<file path="config.mk">
export PLATFORM = sky130hd
export DESIGN_NAME = store_buffer_flat
export DESIGN_NICKNAME = d
export VERILOG_FILES = /design/src/rtl/store_buffer_if.sv /design/src/rtl/store_buffer.sv /design/src/flat_wrapper.sv
export SDC_FILE = /design/constraint.sdc
export NUM_CORES = 1
export LEC_CHECK = 0
export CORE_MARGIN = 10
export CORE_UTILIZATION = 56
export DETAILED_ROUTE_END_ITERATION = 6
export PLACE_DENSITY = 0.82
export SYNTH_ARGS = -nofsm -noshare
export SYNTH_HDL_FRONTEND = slang
export SYNTH_SLANG_ARGS = --single-unit
</file>
<file path="constraint.sdc">
create_clock -name clock -period 3.7 [get_ports clock]
set_input_delay 0.74 -clock clock [delete_from_list [all_inputs] [get_ports clock]]
set_output_delay 0.74 -clock clock [all_outputs]
set_load 0.005 [all_outputs]
</file>
<file path="src/rtl/store_buffer_if.sv">
// MEM-stage store/load port and data-ram port of the posted-write store buffer.
// The master side is the pipeline plus ram; the slave side is the buffer itself.
interface store_buffer_if;
    logic        store_enable;
    logic [31:0] store_address;
    logic [3:0]  store_select;
    logic [31:0] store_data;
    logic        load_enable;
    logic [31:0] load_address;
    logic [31:0] load_data;
    logic        drain_hold;
    logic        stall_request;
    logic        empty;
    logic        ram_chip_enable;
    logic        ram_read_enable;
    logic [31:0] ram_read_address;
    logic [31:0] ram_read_data;
    logic        ram_write_enable;
    logic [31:0] ram_write_address;
    logic [3:0]  ram_write_select;
    logic [31:0] ram_write_data;

    modport master (
        output store_enable, store_address, store_select, store_data,
        output load_enable, load_address, drain_hold, ram_read_data,
        input  load_data, stall_request, empty,
        input  ram_chip_enable, ram_read_enable, ram_read_address,
        input  ram_write_enable, ram_write_address, ram_write_select, ram_write_data
    );

    modport slave (
        input  store_enable, store_address, store_select, store_data,
        input  load_enable, load_address, drain_hold, ram_read_data,
        output load_data, stall_request, empty,
        output ram_chip_enable, ram_read_enable, ram_read_address,
        output ram_write_enable, ram_write_address, ram_write_select, ram_write_data
    );
endinterface

</file>
<file path="src/rtl/store_buffer.sv">
// Posted-write FIFO between the MEM stage and the data ram: retires one store per
// cycle and forwards pending store bytes into combinational loads.
module store_buffer #(
    parameter int DEPTH = 4
) (
    input  logic          clock,
    input  logic          reset,
    store_buffer_if.slave bus
);
    localparam int               PTR_W      = (DEPTH > 1) ? $clog2(DEPTH) : 1;
    localparam logic [PTR_W:0]   FULL_COUNT = (PTR_W + 1)'(DEPTH);
    localparam logic [PTR_W:0]   COUNT_ZERO = (PTR_W + 1)'(0);
    localparam logic [PTR_W:0]   COUNT_ONE  = (PTR_W + 1)'(1);
    localparam logic [PTR_W-1:0] PTR_ZERO   = PTR_W'(0);
    localparam logic [PTR_W-1:0] PTR_ONE    = PTR_W'(1);

    logic [29:0]      word_r   [DEPTH];
    logic [3:0]       select_r [DEPTH];
    logic [31:0]      data_r   [DEPTH];
    logic [PTR_W-1:0] head_r;
    logic [PTR_W-1:0] tail_r;
    logic [PTR_W:0]   count_r;

    logic             pop_s;
    logic             push_s;
    logic             stall_s;
    logic [PTR_W-1:0] slot_s;
    logic             hit_s;
    logic [31:0]      merged_s;
    logic             unused_s;

    // Store address byte offset is irrelevant: entries are word-granular.
    assign unused_s = ^bus.store_address[1:0];

    // Retire, accept and stall decisions for the current cycle.
    always_comb begin
        pop_s   = 1'b0;
        push_s  = 1'b0;
        stall_s = 1'b0;
        if (reset) begin
            pop_s   = (count_r != COUNT_ZERO) && !bus.drain_hold;
            push_s  = bus.store_enable && ((count_r < FULL_COUNT) || pop_s);
            stall_s = bus.store_enable && (count_r == FULL_COUNT) && !pop_s;
        end else begin
            pop_s   = 1'b0;
            push_s  = 1'b0;
            stall_s = 1'b0;
        end
    end

    // Head entry drives the ram write port only while it retires.
    always_comb begin
        bus.ram_write_enable  = 1'b0;
        bus.ram_write_address = 32'h0000_0000;
        bus.ram_write_select  = 4'h0;
        bus.ram_write_data    = 32'h0000_0000;
        if (pop_s) begin
            bus.ram_write_enable  = 1'b1;
            bus.ram_write_address = {word_r[head_r], 2'b00};
            bus.ram_write_select  = select_r[head_r];
            bus.ram_write_data    = data_r[head_r];
        end else begin
            bus.ram_write_enable  = 1'b0;
            bus.ram_write_address = 32'h0000_0000;
            bus.ram_write_select  = 4'h0;
            bus.ram_write_data    = 32'h0000_0000;
        end
    end

    // Forward pending bytes oldest to newest so the newest store wins per lane;
    // the retiring head is included because the ram write lands after this read.
    always_comb begin
        merged_s = bus.ram_read_data;
        slot_s   = PTR_ZERO;
        hit_s    = 1'b0;
        for (int i = 0; i < DEPTH; i++) begin
            slot_s = head_r + PTR_W'(i);
            hit_s  = ({1'b0, PTR_W'(i)} < count_r) &&
                     (word_r[slot_s] == bus.load_address[31:2]);
            for (int b = 0; b < 4; b++) begin
                merged_s[8*b +: 8] = (hit_s && select_r[slot_s][b]) ?
                                     data_r[slot_s][8*b +: 8] : merged_s[8*b +: 8];
            end
        end
    end

    assign bus.load_data        = (reset && bus.load_enable) ? merged_s : 32'h0000_0000;
    assign bus.stall_request    = stall_s;
    assign bus.empty            = (count_r == COUNT_ZERO);
    assign bus.ram_chip_enable  = reset;
    assign bus.ram_read_enable  = bus.load_enable;
    assign bus.ram_read_address = bus.load_address;

    // Pointer and occupancy update; reset discards every pending store.
    always_ff @(posedge clock) begin
        if (!reset) begin
            head_r  <= PTR_ZERO;
            tail_r  <= PTR_ZERO;
            count_r <= COUNT_ZERO;
        end else begin
            if (push_s) begin
                tail_r <= tail_r + PTR_ONE;
            end else begin
                tail_r <= tail_r;
            end
            if (pop_s) begin
                head_r <= head_r + PTR_ONE;
            end else begin
                head_r <= head_r;
            end
            case ({push_s, pop_s})
                2'b10:   count_r <= count_r + COUNT_ONE;
                2'b01:   count_r <= count_r - COUNT_ONE;
                default: count_r <= count_r;
            endcase
        end
    end

    // Entry payload; contents of unoccupied slots are never observed.
    always_ff @(posedge clock) begin
        if (push_s) begin
            word_r[tail_r]   <= bus.store_address[31:2];
            select_r[tail_r] <= bus.store_select;
            data_r[tail_r]   <= bus.store_data;
        end
    end
endmodule

</file>
<file path="src/flat_wrapper.sv">
// flat-port wrapper written by rule: the top's interface ports become plain ports
module store_buffer_flat 
#(
    parameter int DEPTH = 4
)
  (clock, reset, bus_store_enable, bus_store_address, bus_store_select, bus_store_data, bus_load_enable, bus_load_address, bus_drain_hold, bus_ram_read_data, bus_load_data, bus_stall_request, bus_empty, bus_ram_chip_enable, bus_ram_read_enable, bus_ram_read_address, bus_ram_write_enable, bus_ram_write_address, bus_ram_write_select, bus_ram_write_data);
  store_buffer_if bus_i ();
  input  logic clock;
  input  logic reset;
  input wire logic [$bits(bus_i.store_enable)-1:0] bus_store_enable;
  input wire logic [$bits(bus_i.store_address)-1:0] bus_store_address;
  input wire logic [$bits(bus_i.store_select)-1:0] bus_store_select;
  input wire logic [$bits(bus_i.store_data)-1:0] bus_store_data;
  input wire logic [$bits(bus_i.load_enable)-1:0] bus_load_enable;
  input wire logic [$bits(bus_i.load_address)-1:0] bus_load_address;
  input wire logic [$bits(bus_i.drain_hold)-1:0] bus_drain_hold;
  input wire logic [$bits(bus_i.ram_read_data)-1:0] bus_ram_read_data;
  output wire logic [$bits(bus_i.load_data)-1:0] bus_load_data;
  output wire logic [$bits(bus_i.stall_request)-1:0] bus_stall_request;
  output wire logic [$bits(bus_i.empty)-1:0] bus_empty;
  output wire logic [$bits(bus_i.ram_chip_enable)-1:0] bus_ram_chip_enable;
  output wire logic [$bits(bus_i.ram_read_enable)-1:0] bus_ram_read_enable;
  output wire logic [$bits(bus_i.ram_read_address)-1:0] bus_ram_read_address;
  output wire logic [$bits(bus_i.ram_write_enable)-1:0] bus_ram_write_enable;
  output wire logic [$bits(bus_i.ram_write_address)-1:0] bus_ram_write_address;
  output wire logic [$bits(bus_i.ram_write_select)-1:0] bus_ram_write_select;
  output wire logic [$bits(bus_i.ram_write_data)-1:0] bus_ram_write_data;
  assign bus_i.store_enable = bus_store_enable;
  assign bus_i.store_address = bus_store_address;
  assign bus_i.store_select = bus_store_select;
  assign bus_i.store_data = bus_store_data;
  assign bus_i.load_enable = bus_load_enable;
  assign bus_i.load_address = bus_load_address;
  assign bus_i.drain_hold = bus_drain_hold;
  assign bus_i.ram_read_data = bus_ram_read_data;
  assign bus_load_data = bus_i.load_data;
  assign bus_stall_request = bus_i.stall_request;
  assign bus_empty = bus_i.empty;
  assign bus_ram_chip_enable = bus_i.ram_chip_enable;
  assign bus_ram_read_enable = bus_i.ram_read_enable;
  assign bus_ram_read_address = bus_i.ram_read_address;
  assign bus_ram_write_enable = bus_i.ram_write_enable;
  assign bus_ram_write_address = bus_i.ram_write_address;
  assign bus_ram_write_select = bus_i.ram_write_select;
  assign bus_ram_write_data = bus_i.ram_write_data;
  store_buffer #(.DEPTH(DEPTH)) u_core (.clock(clock), .reset(reset), .bus(bus_i));
endmodule
</file>
==> flow_metrics.py <==
metrics = {
    "status": {
        "status": "finished, violations left",
        "violations": "setup timing",
    },
    "power": {
        "powerDensity_nw_per_um2": 345,
        "irDropWorstVdd_uv": 389,
        "p_leak_nw": 8.81,
    },
    "setup_path": {
        "crit_path_start_kind": "flip-flop",
        "path_max_fanout": 6,
        "path_class": "flip-flop to output port",
        "cp.required_ns": 2.96,
        "worstPathArrival_ns": 4.12,
        "r2r_start": "u_core.count_r[2]",
        "endpoint_kind": "output port",
    },
    "route": {
        "wl_met2_um": 32700,
        "vias": 15700,
        "vias_per_cell": 6.90,
        "drt-pass1-iter-count": 6,
        "drt-met1-wl_um": 22900,
        "wl_met3_um": 7350,
        "routed_wl_um": 65900,
        "post-route-drc-count": 0,
        "drt_iter0_drc": 1845,
        "ant_nets": 0,
        "top_layer": "met5",
        "routedWlPerCell_um": 28.9,
    },
    "timing": {
        "layout_setup_ws_ns": -1.16,
        "rsz0062_at_grt": "true",
        "setup_viol": 32,
        "fin_worst_skew_ns": 0.00830,
        "period_needed_ns": 4.86,
        "worst_pin_slew_ns": 0.863,
        "slew_viol_final": 0,
        "hold_viol_final": 0,
        "max_freq_mhz": 206,
        "relSlewSlack_pct": 42.4,
        "finalSetupTns_ns": -34.28,
        "finalCritPeriodShare_pct": 131,
    },
    "grt": {
        "grt_usage_pct": 30.3,
        "antenna_found_initial": 7,
        "first_global_vias": 15900,
        "grt_max_degree": 58,
        "overflow": 0,
        "grt_pass1_wl_um": 97600,
    },
    "synthesis": {
        "synth_edf_count": 264,
        "synth_top_family_by_area": "multiplexers",
        "yosys-mux-area-fraction_pct": 30.7,
        "synthFlopType": "edfxtp_1",
        "yosys.area_share.simple_pct": 7.30,
        "ys_ff_latch": 273,
        "synth_cells": 1343,
        "synth-seq-area-share_pct": 41.8,
        "syn-mean-instance-area_sq_um": 14.4,
        "ys_warn_count": 0,
        "synthArstFlopShare_pct": 0,
        "synth_xor_area_share_pct": 5.47,
        "synth_fa_ha_area_share_pct": 0.581,
        "synth_compound_area_share_pct": 8.85,
        "ys_types": 54,
        "syn_area_sq_um": 19400,
    },
    "finish": {
        "drive_above_1_share_pct": 40.4,
        "fin_area_sq_um": 26000,
        "syn_to_final_growth_pct": 34.1,
        "layout.cells.non_filler": 2276,
        "num-nets-final": 1937,
    },
    "clock_tree": {
        "cts_made_buffers": 29,
        "hold_buffers": 0,
        "cts.htree.levels": 1,
        "clockRootBuffer": "clkbuf_16",
        "cts.clk_slew.worst_paths_ns": 0.06,
        "clk_latency_ns": 0.56,
        "cts_max_path_buffers": 3,
        "tritoncts": "yes",
        "cts_sinks": 273,
    },
    "placement": {
        "place_area_sq_um": 24200,
        "dp_cells": 2184,
        "portBuffers": 265,
        "hpwl_um": 43100,
        "gp_congestion": 0.950,
    },
    "floorplanning": {
        "fp-row-count": 68,
        "io-pin-count": 274,
        "die_w_um": 206,
        "die_h_um": 206,
        "start_util_pct": 56.4,
        "coreArea_sq_um": 34400,
        "die_area_sq_um": 42500,
    },
    "worst_hold_path": {
        "min_path_type": "flip-flop to flip-flop",
        "hp-start": "u_core.tail_r[1]",
    },
    "run": {
        "cap_violations": 0,
    },
}
-- cell type report --
class | count | area (sq um)
fillers | 2043 | 8380
flip-flops and latches | 273 | 8120
clock buffers | 32 | 737
inverters | 12 | 47.5
diodes | 7 | 17.5
repair buffers | 583 | 5570
multi-input cells | 892 | 10700
clock inverters | 22 | 221
well taps | 455 | 569
-- state kept, by name, summed over array words and instances, names as in the netlist, named ones only --
name and flops:
u_core.data_r 128, u_core.head_r 2, u_core.word_r 120, u_core.tail_r 2, u_core.count_r 3, u_core.select_r 16
-- cells by family after synthesis --
| logic type | Yosys count |
|---|---|
| muxes | 287 |
| AOI/OAI and AO/OA | 236 |
| other | 1 |
| adders and majority gates | 9 |
| xor gates and xnor gates | 121 |
| buffers and inverters | 179 |
| and+or+nand+nor | 237 |
| DFF | 273 |
-- per-layer routing --
layer / up-vias / global-route usage (%)
met5: - / 0
met4: 6 / 14.1
met3: 223 / 6.71
met2: 1186 / 49.8
met1: 7858 / 37.6
li1: 6425 / -
-- synthesized netlist by cell type, types with 6 or more instances --
master	n	area share, %
buf_6	20	1.2
nor2_1	19	0.37
edfxtp_1	264	41
a21oi_1	8	0.21
nor4_1	6	0.19
ha_1	9	0.58
xor2_1	25	1.1
o31ai_1	32	1.2
and3_1	60	1.9
nand4_1	22	0.71
inv_1	12	0.23
o21ai_0	6	0.15
dfxtp_1	9	0.93
mux2_2	6	0.35
mux2i_1	36	1.9
xnor2_1	96	4.3
o21a_1	36	1.4
and2_1	12	0.39
buf_4	46	1.8
clkbuf_1	56	1.1
a31oi_1	33	1.1
nand2b_1	32	1.0
o31a_1	32	1.4
nand2b_4	6	0.43
buf_1	16	0.31
nand2_1	56	1.1
mux4_2	245	28
o211ai_1	33	1.3
o21ai_1	36	0.93
buf_2	29	0.75
-- power by group --
| group | switching, mW | internal (mW) |
|---|---|---|
| sequential | 0.0709 | 3.49 |
| combinational | 1.16 | 1.29 |
| clock | 1.28 | 1.67 |
| total | 2.51 | 6.44 |
-- path summary, 6_finish.rpt --
| check | end | slack (ns) | depth (start not counted) |
|---|---|---|---|
| max reg2reg | u_core.data_r[3][10] | 1.32 | 4 |
| min | u_core.tail_r[1] | 0.55 | 2 |
| max | bus_load_data[9] | -1.16 | 12 |
| min reg2reg | u_core.tail_r[1] | 0.55 | 2 |
-- per-stage QoR --
step                      hold WS (ns)  utilization, %  total power, mW  setup slack, ns
final                            0.547            75.6             8.96            -1.16
after global routing             0.563            75.6             9.25            -1.24
after CTS                        0.549            75.0             8.90            -1.11
after detailed placement         0.502            70.3             5.94            -1.15
after global placement           0.483            70.3             5.88            -1.04
after floorplan                  0.469               -             5.00            0.178
-- cell usage in the layout, fill, tap and decap left out, types with 8 or more instances in the layout --
master	n
a31oi_1	28
o31ai_2	8
clkbuf_16	30
a21oi_1	8
nor2_1	18
inv_1	11
o31ai_4	21
and3_1	60
ha_1	9
buf_2	32
mux2i_1	36
buf_12	38
o211ai_1	33
and2_1	8
edfxtp_1	264
buf_4	263
o21a_1	36
mux4_2	245
o21ai_1	26
nand2b_1	32
o31a_1	32
xnor2_1	94
nand4_1	22
clkdlybuf4s50_1	232
o21ai_2	10
xor2_1	24
buf_6	8
nand2_1	55
-- critical path, cell delays in order, from the launching register on --
cell	delay, ns
dfxtp_4	0.42
buf_6	0.11
mux4_2	0.54
xor2_2	0.20
nor4_2	0.27
nand4_1	0.22
or4_4	0.66
buf_6	0.18
buf_4	0.17
o31ai_4	0.24
o21ai_1	0.08
a31oi_1	0.26
buf_2	0.17
-- repair_timing --
action                                  CTS  global route
buffers inserted                         17             7
endpoints found under the setup margin   74            47
gates cloned                              8             1
resized for setup                       201            24
hold endpoints to repair                  0             0
pin swaps                                85            33
(Power assumes the default switching activity.)
